--- config.mk ---
export PLATFORM = sky130hd
export DESIGN_NAME = led_mode_ctrl
export DESIGN_NICKNAME = d
export VERILOG_FILES = /design/src/rtl/led_mode_ctrl_pkg.sv /design/src/rtl/tick_gen.sv /design/src/rtl/led_mode_ctrl.sv
export SDC_FILE = /design/constraint.sdc
export NUM_CORES = 1
export LEC_CHECK = 0
export BUFFER_PORTS_ARGS = -buffer_cell sky130_fd_sc_hd__buf_2
export CORE_MARGIN = 1
export CORE_UTILIZATION = 54
export DETAILED_ROUTE_END_ITERATION = 16
export PLACE_DENSITY = 0.77
export SLEW_MARGIN = 20
export SYNTH_ARGS = -nofsm -noshare
export SYNTH_HDL_FRONTEND = slang
export SYNTH_SLANG_ARGS = --single-unit
export TNS_END_PERCENT = 30
--- constraint.sdc ---
create_clock -name clk -period 2.45 [get_ports clk]
set_clock_uncertainty 0.2 [all_clocks]
set_input_delay 0 -clock clk [delete_from_list [all_inputs] [get_ports clk]]
set_output_delay 0 -clock clk [all_outputs]
set_load 0.05 [all_outputs]
--- src/rtl/led_mode_ctrl_pkg.sv ---
// Shared LED mode encoding and mode-sequencing helpers for the blinker and status logic.
package led_mode_ctrl_pkg;

   typedef enum logic [1:0] {
      ModeOff  = 2'd0,
      ModeOn   = 2'd1,
      ModeSlow = 2'd2,
      ModeFast = 2'd3
   } mode_e;

   function automatic mode_e next_mode(input mode_e cur);
      unique case (cur)
         ModeOff:  next_mode = ModeOn;
         ModeOn:   next_mode = ModeSlow;
         ModeSlow: next_mode = ModeFast;
         default:  next_mode = ModeOff;
      endcase
   endfunction

   function automatic logic is_blink(input mode_e m);
      is_blink = (m == ModeSlow) || (m == ModeFast);
   endfunction

endpackage

--- src/rtl/tick_gen.sv ---
// Half-period divider: counts 0..div-1 while enabled and pulses tick on each wrap.
// term flags the wrapping edge so the owner can update its own register in step with tick.
module tick_gen #(
   parameter int unsigned CNT_W = 27
) (
   input  logic             clk,
   input  logic             rst,
   input  logic             clr,
   input  logic             en,
   input  logic [CNT_W-1:0] div,
   output logic             tick,
   output logic             term
);

   logic [CNT_W-1:0] cnt_d, cnt_q;
   logic             tick_d, tick_q;

   assign term = en && !clr && (cnt_q == div - CNT_W'(1));

   always_comb begin
      cnt_d  = cnt_q;
      tick_d = 1'b0;
      if (clr) begin
         cnt_d = '0;
      end else if (en) begin
         if (term) begin
            cnt_d  = '0;
            tick_d = 1'b1;
         end else begin
            cnt_d = cnt_q + CNT_W'(1);
         end
      end
   end

   always_ff @(posedge clk) begin
      if (rst) begin
         cnt_q  <= '0;
         tick_q <= 1'b0;
      end else begin
         cnt_q  <= cnt_d;
         tick_q <= tick_d;
      end
   end

   assign tick = tick_q;

endmodule

--- src/rtl/led_mode_ctrl.sv ---
// LED mode controller: steps OFF->ON->SLOW->FAST on button pulses and drives a
// registered LED from a shared divider whose ratio follows the current mode.
module led_mode_ctrl
   import led_mode_ctrl_pkg::*;
#(
   parameter int unsigned CLK_HZ  = 100_000_000,
   parameter int unsigned SLOW_HZ = 1,
   parameter int unsigned FAST_HZ = 4,
   parameter int unsigned CNT_W   = 27
) (
   input  logic       clk,
   input  logic       rst,
   input  logic       btn_mode,
   input  logic       pause,
   output logic       led,
   output logic [1:0] mode,
   output logic       tick
);

   localparam int unsigned DivSlow = CLK_HZ / (2 * SLOW_HZ);
   localparam int unsigned DivFast = CLK_HZ / (2 * FAST_HZ);

   if (DivSlow < 2 || (DivSlow >> CNT_W) != 0) begin : gen_bad_div_slow
      $error("led_mode_ctrl: slow divider out of range for CNT_W");
   end
   if (DivFast < 2 || (DivFast >> CNT_W) != 0) begin : gen_bad_div_fast
      $error("led_mode_ctrl: fast divider out of range for CNT_W");
   end

   mode_e            mode_d, mode_q;
   logic             led_d, led_q;
   logic             cnt_en;
   logic             term;
   logic [CNT_W-1:0] div;

   assign cnt_en = is_blink(mode_q) && !pause;
   assign div    = (mode_q == ModeFast) ? CNT_W'(DivFast) : CNT_W'(DivSlow);

   // A button edge wins over a coinciding terminal count; term is already masked by clr.
   always_comb begin
      mode_d = mode_q;
      led_d  = led_q;
      if (btn_mode) begin
         mode_d = next_mode(mode_q);
         led_d  = (next_mode(mode_q) != ModeOff);
      end else if (term) begin
         led_d = !led_q;
      end
   end

   always_ff @(posedge clk) begin
      if (rst) begin
         mode_q <= ModeOff;
         led_q  <= 1'b0;
      end else begin
         mode_q <= mode_d;
         led_q  <= led_d;
      end
   end

   tick_gen #(
      .CNT_W (CNT_W)
   ) u_tick_gen (
      .clk  (clk),
      .rst  (rst),
      .clr  (btn_mode),
      .en   (cnt_en),
      .div  (div),
      .tick (tick),
      .term (term)
   );

   assign led  = led_q;
   assign mode = mode_q;

endmodule

==> impl_metrics.ini <==
[run_status]
outcome = finished clean

[clocking]
htree_levels = 2
cts_buffers = 5
insertion_delay_ns = 0.34
max-clock-path-buffers = 2
cts_tree = built
cts-root-buf = clkbuf_4
cts_sinks = 31
postCtsSetupRepairBufs = 0
cts.reportedPaths.clkPinSlew_ns = 0.08

[critical_path]
reg2reg_slack_ns = 0.09
worstReg2RegEnd = led
critPathCaptureType = flip-flop
crit_path_max_incr_delay_ns = 0.53
reg2regPathDepth = 5
path_class = reg -> reg
path_buf_inv = 0
arrival_ns = 2.40
startpoint_type = flip-flop
crit_family = simple AND/OR/NAND/NOR gates
slowest_stage = or4_1
reg2reg_from = mode[0]
cp_cell_sequence = ha_1 > or4b_1 > o22a_2 > or4_1 > o211a_1
cp_max_fo = 5
critPathRequiredTime_ns = 2.49

[sta]
final.setup.tns_ns = 0
maxSlewViolCount = 0
period_share_pct = 96.5
max_freq_mhz = 423
fin_crit_ns = 2.36
slew_headroom_pct = 62.8
setup_viol = 0
finalHoldViolCount = 0
worst_slew_pin_slew_ns = 0.558
whs_ns = 0.0405
rsz0062_at_grt = no

[floorplanning]
num_rows = 20
initial_core_util_pct = 57.9
fp.dieH_um = 59.9
dieArea_um2 = 3590
io_pins = 8
die_x_um = 59.9
core_um2 = 3130

[yosys]
synthXorXnorAreaFrac_pct = 3.39
syn-instance-count = 200
synth_compound_area_share_pct = 19.4
yosysUniqueCellTypes = 45
synth_simple_gate_area_share_pct = 33.0
synthAdderAreaFrac_pct = 3.46
synthArstFlopShare_pct = 0
synthMuxAreaShare_pct = 1.11
ys.flop_type = dfxtp_1
syn_area_per_cell_um2 = 9.05
seq_area_frac_synth_pct = 34.3
yosysWarnings = 0
synth_top_family_by_area = simple AND/OR/NAND/NOR gates
synth-edff-count = 0
syn-cell-area_um2 = 1810
synth_fp_nets = 209
synth_seq_cells = 31

[global_routing]
grtUsageTotal_pct = 27.6
grt_pass1_wl_um = 7350
antenna_found_initial = 0
grt_max_degree = 29
grt-ovfl-total = 0
grt_pass1_vias = 1660

[detailed_routing]
routed_wl_um = 4250
drc = 0
vias = 1740
dr.pass1.iters = 4
ant_nets = 0
wl_per_cell_um = 16.5
via_per_inst = 6.77
drt_iter0_drc = 160

[worst_hold_path]
min_to = u_tick_gen.cnt_q[6]
hold_class = in -> reg
hold_depth = 5
min_from = pause

[power]
powerDensity_nw_per_um2 = 435
netSwitchingPower_uw = 221
p_clk_share_pct = 33.2
internal_power_uw = 642
leakage_nw = 0.603
p_seq_share_pct = 59.6
ir_drop_v = 0.000223
sw_frac_of_total_pct = 25.7
p_comb_share_pct = 7.2

[final_layout]
n_antenna_cell = 0
drive_above_1_share_pct = 17.8
final_cells = 257
fillers = 266
multi_input_area_um2 = 1100
syn_to_final_growth_pct = 9.54
fin_nets = 221
final-seq-area_um2 = 623

[placed_design]
dp_cells = 246
gp_congestion = 0.890
port_buffers = 7
hpwlAfterDp_um = 2900

[run]
drv_cap = 0
kinds of logic after synthesis:
| kind of cell | count (synthesis) |
|---|---|
| AND/OR/NAND/NOR | 89 |
| AO/OA/AOI/OAI | 45 |
| multiplexers | 2 |
| buffers and inverters | 21 |
| adder cells (fa/ha/maj) | 5 |
| flip-flops | 31 |
| XOR/XNOR | 7 |
layer usage:
metal / share of wire (%) / up-vias / GRT usage [%]
met3: 6.3 / 15 / 7.14
li1: - / 821 / -
met5: 0 / - / 0
met2: 47 / 67 / 44.0
met4: 2.2 / 0 / 15.3
met1: 45 / 837 / 33.7
worst max path at each step:
| stage | from | to | slack (ns) | cells past startpoint |
|---|---|---|---|---|
| floorplan | mode[0] | led | 0.06 | 5 |
| global placement | mode[0] | led | 0.15 | 5 |
| CTS | mode[0] | led | 0.09 | 5 |
| detailed placement | mode[0] | led | 0.1 | 5 |
| global route | mode[0] | led | 0.0008 | 5 |
| finish | mode[0] | led | 0.09 | 5 |
cell usage after synthesis, types with 4 or more instances:
cell	count	share of area, %
nor2_1	9	1.9
dfxtp_1	31	34
inv_1	7	1.5
clkbuf_1	7	1.5
or3_1	4	1.4
a211oi_1	18	7.5
buf_2	4	1.1
nor3_1	7	1.9
nand4b_1	5	2.4
nand4_1	10	3.5
o41ai_1	4	1.9
or4_1	12	5.0
nand3_1	7	1.9
nand2_1	8	1.7
ha_1	5	3.5
o31ai_1	13	5.4
xor2_1	6	2.9
layout by cell type, fill, tap and decap left out, types with 3 or more instances in the layout:
master	count
a211oi_1	18
and2_1	3
and3_1	3
buf_2	7
buf_4	9
clkbuf_4	5
dfxtp_1	29
dlygate4sd3_1	3
ha_1	5
inv_1	7
nand2_1	8
nand3_1	6
nand4_1	10
nand4b_1	5
nor2_1	9
nor3_1	7
o21ai_0	3
o31ai_1	13
o41ai_1	4
or3_1	4
or4_1	12
or4_4	3
xor2_1	6
worst register-to-register path, cell delays in order, from the launching register on:
cell and delay [ns]:
dfxtp_2 0.35, ha_1 0.25, or4b_1 0.48, o22a_2 0.23, or4_1 0.53, o211a_1 0.23
power groups by stage:
stage          clock (mW)  combinational [mW]  sequential (mW)
2_1_floorplan           0              0.0279            0.540
3_3_place_gp            0              0.0545            0.525
3_5_place_dp            0              0.0565            0.526
4_1_cts             0.294              0.0613            0.514
5_1_grt             0.315              0.0680            0.515
6_report            0.287              0.0618            0.514
metrics by stage:
step	cell area, um2	setup slack [ns]	total power [mW]	util (%)
global route	1980	0.000754	0.899	63.4
CTS	1980	0.0902	0.870	63.2
finish	1980	0.0852	0.863	63.4
floorplan	1810	0.0577	0.568	-
global placement	1900	0.152	0.580	60.7
detailed placement	1900	0.0995	0.582	60.7
repair_timing:
item,4_1_cts,5_1_grt
hold buffers,3,0
setup endpoints to repair,0,4
endpoints found under the hold margin,4,0
gates resized for setup,0,1
final cells by class:
| cell class | count | share of cell area [%] |
|---|---|---|
| multi-input combinational | 148 | 55.3 |
| timing repair buffer | 19 | 6.69 |
| clock inverter | 1 | 0.252 |
| tap | 44 | 2.78 |
| inverter | 7 | 1.32 |
| clock buffer | 7 | 2.27 |
| sequential | 31 | 31.4 |
flip-flops by register name (all words and copies together) (netlist names):
| name | count |
|---|---|
| led | 1 |
| mode | 2 |
| u_tick_gen.cnt_q | 27 |
| u_tick_gen.tick | 1 |
No activity file was read; power rests on OpenSTA's default activity.
